**config.mk**
```make
export PLATFORM = sky130hd
export DESIGN_NAME = wb_stage_buffered_flat
export DESIGN_NICKNAME = d
export VERILOG_FILES = /design/src/rtl/wb_stage_buffered_if.sv /design/src/rtl/wb_stage_buffered.sv /design/src/flat_wrapper.sv
export SDC_FILE = /design/constraint.sdc
export NUM_CORES = 1
export LEC_CHECK = 0
export ABC_AREA = 1
export CAP_MARGIN = 20
export CORE_UTILIZATION = 45
export DETAILED_ROUTE_END_ITERATION = 10
export GPL_TIMING_DRIVEN = 0
export MAX_ROUTING_LAYER = met4
export PLACE_DENSITY = 0.74
export SLEW_MARGIN = 10
export SYNTH_ARGS = -nofsm -noshare
export SYNTH_HDL_FRONTEND = slang
export SYNTH_SLANG_ARGS = --single-unit
```
**constraint.sdc**
```tcl
create_clock -name clk -period 1.45 [get_ports clk]
set_input_delay 0.145 -clock clk [delete_from_list [all_inputs] [get_ports clk]]
set_output_delay 0.145 -clock clk [all_outputs]
set_load 0.01 [all_outputs]
```
**src/rtl/wb_stage_buffered_if.sv**
```systemverilog
// ============================================================================
// Module : wb_stage_buffered_if
// Brief  : Upstream capture, register-file write and forwarding signals.
// Rev    : 1.0  initial release
// ============================================================================
`default_nettype none

interface wb_stage_buffered_if #(
  parameter int DATA_W  = 16,
  parameter int ADDR_W  = 3,
  parameter int NUM_SRC = 2,
  parameter int SEL_W   = 1
);
  logic                      in_valid;
  logic                      in_ready;
  logic                      in_we;
  logic [ADDR_W-1:0]         in_dest;
  logic [SEL_W-1:0]          in_sel;
  logic [NUM_SRC*DATA_W-1:0] in_src;
  logic                      rf_ready;
  logic                      rf_we;
  logic [ADDR_W-1:0]         rf_dest;
  logic [DATA_W-1:0]         rf_data;
  logic                      fwd_valid;
  logic [ADDR_W-1:0]         fwd_dest;
  logic [DATA_W-1:0]         fwd_data;

  modport master (
    output in_valid, in_we, in_dest, in_sel, in_src, rf_ready,
    input  in_ready, rf_we, rf_dest, rf_data, fwd_valid, fwd_dest, fwd_data
  );

  modport slave (
    input  in_valid, in_we, in_dest, in_sel, in_src, rf_ready,
    output in_ready, rf_we, rf_dest, rf_data, fwd_valid, fwd_dest, fwd_data
  );
endinterface

`default_nettype wire

```
**src/rtl/wb_stage_buffered.sv**
```systemverilog
// ============================================================================
// Module : wb_stage_buffered
// Brief  : Write-back stage with result mux, 2-entry buffer and forwarding.
// Rev    : 1.0  initial release
// ============================================================================
`default_nettype none

module wb_stage_buffered #(
  parameter int DATA_W   = 16,
  parameter int ADDR_W   = 3,
  parameter int NUM_SRC  = 2,
  parameter int SEL_W    = 1,
  parameter int ZERO_REG = 1
) (
  input  logic                 clk,
  input  logic                 rst,
  input  logic                 flush,
  wb_stage_buffered_if.slave   bus
);

  localparam logic [1:0] c_cnt_full = 2'd2;

  // Slot 0 is always the head; a pop shifts slot 1 down.
  logic [1:0]        count_q, count_d;
  logic [1:0]        we_q, we_d;
  logic [ADDR_W-1:0] dest_q [2];
  logic [ADDR_W-1:0] dest_d [2];
  logic [DATA_W-1:0] data_q [2];
  logic [DATA_W-1:0] data_d [2];

  logic [DATA_W-1:0] sel_data;
  logic              we_eff;
  logic              ready;
  logic              push;
  logic              pop;
  logic              has_head;
  logic [1:0]        wr_idx;

  always_comb begin
    sel_data = '0;
    for (int k = 0; k < NUM_SRC; k++) begin
      if (int'(bus.in_sel) == k) begin
        sel_data = bus.in_src[k*DATA_W +: DATA_W];
      end
    end
  end

  assign we_eff   = bus.in_we && !((ZERO_REG != 0) && (bus.in_dest == '0));
  assign ready    = !rst && !flush && (count_q != c_cnt_full);
  assign push     = bus.in_valid && ready;
  assign has_head = !rst && (count_q != 2'd0);
  assign pop      = has_head && !flush && (!we_q[0] || bus.rf_ready);
  assign wr_idx   = count_q - {1'b0, pop};

  always_comb begin
    count_d = count_q;
    we_d    = we_q;
    dest_d  = dest_q;
    data_d  = data_q;
    if (flush) begin
      count_d = 2'd0;
      we_d    = 2'b00;
    end else begin
      if (pop) begin
        we_d[0]   = we_q[1];
        dest_d[0] = dest_q[1];
        data_d[0] = data_q[1];
        we_d[1]   = 1'b0;
      end
      if (push) begin
        we_d[wr_idx[0]]   = we_eff;
        dest_d[wr_idx[0]] = bus.in_dest;
        data_d[wr_idx[0]] = sel_data;
      end
      count_d = count_q - {1'b0, pop} + {1'b0, push};
    end
  end

  always_ff @(posedge clk) begin
    if (rst) begin
      count_q <= 2'd0;
      we_q    <= 2'b00;
      dest_q  <= '{default: '0};
      data_q  <= '{default: '0};
    end else begin
      count_q <= count_d;
      we_q    <= we_d;
      dest_q  <= dest_d;
      data_q  <= data_d;
    end
  end

  assign bus.in_ready = ready;
  assign bus.rf_we    = has_head && we_q[0] && !flush;
  assign bus.rf_dest  = has_head ? dest_q[0] : '0;
  assign bus.rf_data  = has_head ? data_q[0] : '0;

  // Tail is younger than head, so it wins when both carry a write.
  always_comb begin
    bus.fwd_valid = 1'b0;
    bus.fwd_dest  = '0;
    bus.fwd_data  = '0;
    if (!rst) begin
      if ((count_q == c_cnt_full) && we_q[1]) begin
        bus.fwd_valid = 1'b1;
        bus.fwd_dest  = dest_q[1];
        bus.fwd_data  = data_q[1];
      end else if ((count_q != 2'd0) && we_q[0]) begin
        bus.fwd_valid = 1'b1;
        bus.fwd_dest  = dest_q[0];
        bus.fwd_data  = data_q[0];
      end
    end
  end

endmodule

`default_nettype wire

```
**src/flat_wrapper.sv**
```systemverilog
// flat-port wrapper written by rule: the top's interface ports become plain ports
module wb_stage_buffered_flat 
#(
  parameter int DATA_W   = 16,
  parameter int ADDR_W   = 3,
  parameter int NUM_SRC  = 2,
  parameter int SEL_W    = 1,
  parameter int ZERO_REG = 1
)
  (clk, rst, flush, bus_in_valid, bus_in_we, bus_in_dest, bus_in_sel, bus_in_src, bus_rf_ready, bus_in_ready, bus_rf_we, bus_rf_dest, bus_rf_data, bus_fwd_valid, bus_fwd_dest, bus_fwd_data);
  wb_stage_buffered_if #(.DATA_W(DATA_W), .ADDR_W(ADDR_W), .NUM_SRC(NUM_SRC), .SEL_W(SEL_W)) bus_i ();
  input  logic clk;
  input  logic rst;
  input  logic flush;
  input wire logic [$bits(bus_i.in_valid)-1:0] bus_in_valid;
  input wire logic [$bits(bus_i.in_we)-1:0] bus_in_we;
  input wire logic [$bits(bus_i.in_dest)-1:0] bus_in_dest;
  input wire logic [$bits(bus_i.in_sel)-1:0] bus_in_sel;
  input wire logic [$bits(bus_i.in_src)-1:0] bus_in_src;
  input wire logic [$bits(bus_i.rf_ready)-1:0] bus_rf_ready;
  output wire logic [$bits(bus_i.in_ready)-1:0] bus_in_ready;
  output wire logic [$bits(bus_i.rf_we)-1:0] bus_rf_we;
  output wire logic [$bits(bus_i.rf_dest)-1:0] bus_rf_dest;
  output wire logic [$bits(bus_i.rf_data)-1:0] bus_rf_data;
  output wire logic [$bits(bus_i.fwd_valid)-1:0] bus_fwd_valid;
  output wire logic [$bits(bus_i.fwd_dest)-1:0] bus_fwd_dest;
  output wire logic [$bits(bus_i.fwd_data)-1:0] bus_fwd_data;
  assign bus_i.in_valid = bus_in_valid;
  assign bus_i.in_we = bus_in_we;
  assign bus_i.in_dest = bus_in_dest;
  assign bus_i.in_sel = bus_in_sel;
  assign bus_i.in_src = bus_in_src;
  assign bus_i.rf_ready = bus_rf_ready;
  assign bus_in_ready = bus_i.in_ready;
  assign bus_rf_we = bus_i.rf_we;
  assign bus_rf_dest = bus_i.rf_dest;
  assign bus_rf_data = bus_i.rf_data;
  assign bus_fwd_valid = bus_i.fwd_valid;
  assign bus_fwd_dest = bus_i.fwd_dest;
  assign bus_fwd_data = bus_i.fwd_data;
  wb_stage_buffered #(.DATA_W(DATA_W), .ADDR_W(ADDR_W), .NUM_SRC(NUM_SRC), .SEL_W(SEL_W), .ZERO_REG(ZERO_REG)) u_core (.clk(clk), .rst(rst), .flush(flush), .bus(bus_i));
endmodule
```
* After elaboration in Yosys (flattened, before gate mapping)
Cells that the tools add are included.
** Storage, ports and cells
- Bits in registers :: 42
- Word-level logic and storage cells :: 68
** Cells by class
- Add/subtract/negate cells :: 2
- Order comparisons :: 4
- Equality and inequality tests :: 2
- Multiplexer cells :: 30
- Bitwise gates (word level) :: 2
- Reduce and logical (&&, ||, !) cells :: 22
** Operator list (number)
- 16-bit 2-to-1 mux :: 8
- 32-bit bitwise mux :: 1
- 32-bit 2-to-1 mux :: 1
- 3-bit 2-to-1 mux :: 7
- 16-bit demux with 1-bit select :: 1
- 1-bit logical AND :: 13
- 6-bit bitwise mux :: 1
- 2-bit 2-to-1 mux :: 3
- 6-bit 2-to-1 mux :: 1
- 1-bit zero test :: 4
- 1-bit 2-to-1 mux :: 4
- 3-bit demux with 1-bit select :: 1
- 3-bit zero test :: 1
- 2-bit by 1-bit adder with 2-bit output :: 1
- 2-bit bitwise mux :: 1
- 2-bit == test (second input constant) :: 1
- 2-bit >= comparator (second input constant) :: 1
- 1-bit by 2-bit less-than comparator with 1-bit output (second input constant) :: 1
- 2-bit by 1-bit less-than comparator with 1-bit output (second input constant) :: 1
- 2-bit != test (second input constant) :: 1
- 1-bit NOT with 2-bit output :: 1
- 2-bit AND reduction :: 1
- 2-bit nonzero test :: 1
- 2-bit OR reduction :: 1
- other kinds (5) :: 5

* Longest topological paths before layout
- Depth in word-level cells :: 12
- Gate-level depth with buffers :: 11

* Least setup slack after synthesis
Ideal clock, no wire load.
- Path type :: reg2out
- From :: register u_core.count_q[0]
- To :: output bus_fwd_data[10]
- Arrival :: 1.373 ns
- Required time :: 1.305 ns
- Slack :: -0.068 ns
- Stages on the path, launching flop included :: 8
- Buffers on the path :: 1
- Path through :: dfxtp_1 > inv_1 > nand2_1 > nor2_1 > inv_2 > buf_1 > nor2_1 > a211oi_1
** Between the ends
- Cells in the longest elaborated chain, start to end :: 5
** RTL lines
- from (decl) :: line wb_stage_buffered.sv:24 : logic [1:0] count_q, count_d;
- from (signal assigned) :: line wb_stage_buffered.sv:86 : count_q <= count_d;
- 2-bit nonzero test :: line wb_stage_buffered.sv:108 : end else if ((count_q != 2'd0) && we_q[0]) begin
- 1-bit logical AND :: line wb_stage_buffered.sv:108
- 16-bit 2-to-1 mux :: line wb_stage_buffered.sv:108
- 16-bit 2-to-1 mux (*) :: line wb_stage_buffered.sv:104 : if ((count_q == c_cnt_full) && we_q[1]) begin
- 16-bit 2-to-1 mux (*) :: line wb_stage_buffered.sv:103 : if (!rst) begin
- to (decl) :: line flat_wrapper.sv:27 : output wire logic [$bits(bus_i.fwd_data)-1:0] bus_fwd_data;
Mark *: on every way between the ends. The rest lies on a longest branch, timed or not.

* Final worst setup path
- From :: register u_core.we_q[1]
- To :: output bus_fwd_data[10]
** Between the ends
- Cells in the longest elaborated chain, start to end :: 3
** RTL lines
- from (decl) :: line wb_stage_buffered.sv:25 : logic [1:0] we_q, we_d;
- from (signal assigned) :: line wb_stage_buffered.sv:87 : we_q <= we_d;
- 1-bit logical AND :: line wb_stage_buffered.sv:104
- 16-bit 2-to-1 mux :: line wb_stage_buffered.sv:104
- 16-bit 2-to-1 mux :: line wb_stage_buffered.sv:103
No other way between the ends.

==> run metrics <==
outcome finished with violations; failing checks setup timing; Mapped Nets 442; Worst IR Drop VDD 0.4646 mV; placer congestion estimate 0.8851; path length in cells of the critical path 7; All-Layer GR Usage 37.64%; Layout fillers 218; CP Launch Type flip-flop; Layout Nets 576; DP Cell Count 551; critical path data required time 1.31 ns; Cell Rows 27; Worst Setup End Kind primary output; most area-hungry cell type in the Yosys netlist dfxtp_1; hold buffers post-CTS 0; RSZ-0062 raised after global routing true; Worst-path clk slew 0.09 ns; clock buffer depth 2; Max Clock Skew 0.008626 ns; Final setup viols 81; Final Slew Violations 0; Hold Fails Final Rpt 0; drt pass-1 iters 6; DIE AREA 6000 um2; Avg Cell Area, Syn 6.422 um2; Worst Path Max Fanout 9; I/O pin count 83; worst path bufs/invs 5; worst setup path category reg2out; Clock Tree Root clkbuf_8; grt peak-use layer met2; period utilization 130.9%; startpoint of the worst hold path rst; WHS Path Cells 2; Antenna Cells 0; M1 GR Usage 40.38%; Clock Latency Late Sink 0.31 ns; layout cells sized above 1 51.12%; Post-Syn Area 2562 um2; Routed Antenna Nets 0; Power Dens Cells 527.5 nW/um2; setup tns final -21.73 ns; dominant synthesized flop cell dfxtp_1; Worst R2R Path Depth 13; cell breakdown of the critical path inv_2 -> nor2_4 -> buf_12 -> inv_12 -> clkbuf_16 -> a211oi_2 -> buf_2; met2 usage in global routing 63.63%; initial core utilization 46.53%; Worst Path Arrival 1.75 ns; Yosys warnings 0; initial antenna violation count 0; Max Fclk 0.5267 GHz; number of register bits inferred by synthesis 42; vias per inst 6.439; top cells by area, synth dfxtp_1, nand2_1, nor2_1, nand3_1, mux2i_1; CTS Sinks 42; Synth Instances 399; # H-tree levels 2; met3 usage 7.882%; Final Core Density 90.77%; CP max stage delay 0.39 ns; most frequent cell after synthesis nand2_1; Async S/R FF share, synth 0%; Worst Setup SP u_core.we_q[1]$_SDFF_PP0_; DRT iter0 DRCs 501; r2r setup slk -0.40 ns; worst rel slew slack 41.68%; CTS buffer count 5; largest net degree at the start of global routing 14; vias 3902; drt drc 0; global-route wire length before repair 16850 um; delay-heaviest family, CP buffers and inverters; worst slack, placed -0.9066 ns; max_cap viols 0; Synth top cells by count nand2_1, nor2_1, dfxtp_1, nand3_1, inv_1; Hold WC Path Type in2reg; number of synthesized flops with an enable pin 0; count of non-filler cells in the finished layout 606; final worst setup slack -0.4485 ns; post-DP HPWL 5478 um; Synth top area share 32.81%; Worst Tran Pin Value 0.8749 ns; drt total wl 14480 um; vias in the first global route 3431; CTS tree built; number of port buffers 80; Distinct cells, synth 30; die height 77.46 um; GRT overflow 0; WL/cell 23.89 um; register area share after synthesis 32.81%; Worst R2R Start u_core.count_q[0]$_SDFF_PP0_; Leak 2.221 nW; core area 5507 um2; overall die width 77.46 um; hold endpoint u_core.data_q[30]$_SDFFE_PP0N_; Final Critical Period 1.898 ns; Critical-path top delay cell dfxtp_2; Area Growth Syn to Fin 95.07%
routing by layer:
metal	wire (um)	up-vias
met5	0	-
met4	1211	0
met3	1799	159
met2	6508	426
met1	4961	1788
li1	-	1529
logic make-up after synthesis:
| logic type | share of synthesized area, % |
|---|---|
| flip-flops | 32.81 |
| adder cells (fa/ha/maj) | 0.4882 |
| AO/OA/AOI/OAI | 8.301 |
| buffers and inverters | 10.60 |
| AND/OR/NAND/NOR | 41.94 |
| multiplexers | 5.859 |
report_power, final:
group	switching (mW)	leakage, nW	internal [mW]
logic	0.332	1.83	0.262
registers	0.0213	0.342	1.18
clock network	0.463	0.0472	0.384
area by class of cell:
class	count	area [um2]	area share (%)
multi-input cells	298	2148	42.98
plain buffers	20	256.5	5.131
flip-flops and latches	42	847.1	16.95
repair buffers	130	1394	27.88
clock inverters	2	12.51	0.2503
clock buffers	6	82.58	1.652
well taps	72	90.09	1.802
inverters	36	167.7	3.354
placed cells by master (no fill, tap or decap), drive strengths merged:
cell,count
o21ai,10
mux2i,15
buf,98
clkdlybuf4s50,38
a21boi,1
nand2,114
and3,1
a211oi,18
a21oi,4
clkinv,3
nor2,95
dlygate4sd2,1
nand3b,1
inv,34
clkbuf,19
clkinvlp,1
nand3,35
ha,1
nand4,1
dfxtp,42
nor3,2
stage by stage:
step           hold WS (ns)  cell area [um2]  total power, mW
3_3_place_gp         0.3755             3478            1.565
5_1_grt             0.07344             4999            2.694
4_1_cts             0.05777             4383            2.442
3_5_place_dp         0.3730             3478            1.572
2_1_floorplan        0.2834             2587            1.406
6_report            0.08215             4999            2.637
worst reg2reg max path, stage by stage (launching register included):
cell and delay [ns]:
dfxtp_2 0.34, inv_2 0.06, nand2_4 0.06, buf_6 0.11, buf_6 0.11, nand2_8 0.06
nor2_8 0.06, buf_6 0.13, nand2_8 0.09, clkinv_8 0.10, buf_16 0.16, nand2_2 0.06
nand2_1 0.08, nor2_1 0.30
worst max path at each step:
stage / to / slack [ns]
after CTS: bus_fwd_data[10] / -0.35
after floorplan: bus_fwd_data[3] / -0.07
after global placement: bus_fwd_data[13] / -0.89
after global routing: bus_fwd_data[10] / -0.48
final: bus_fwd_data[10] / -0.45
after detailed placement: bus_fwd_data[13] / -0.91
what timing repair did:
item                       4_1_cts  5_1_grt
buffers inserted                34       10
pin swaps                       30       45
gates cloned                     8        3
setup endpoints to repair       82       83
resized for setup              259      199
(Power assumes the default switching activity.)
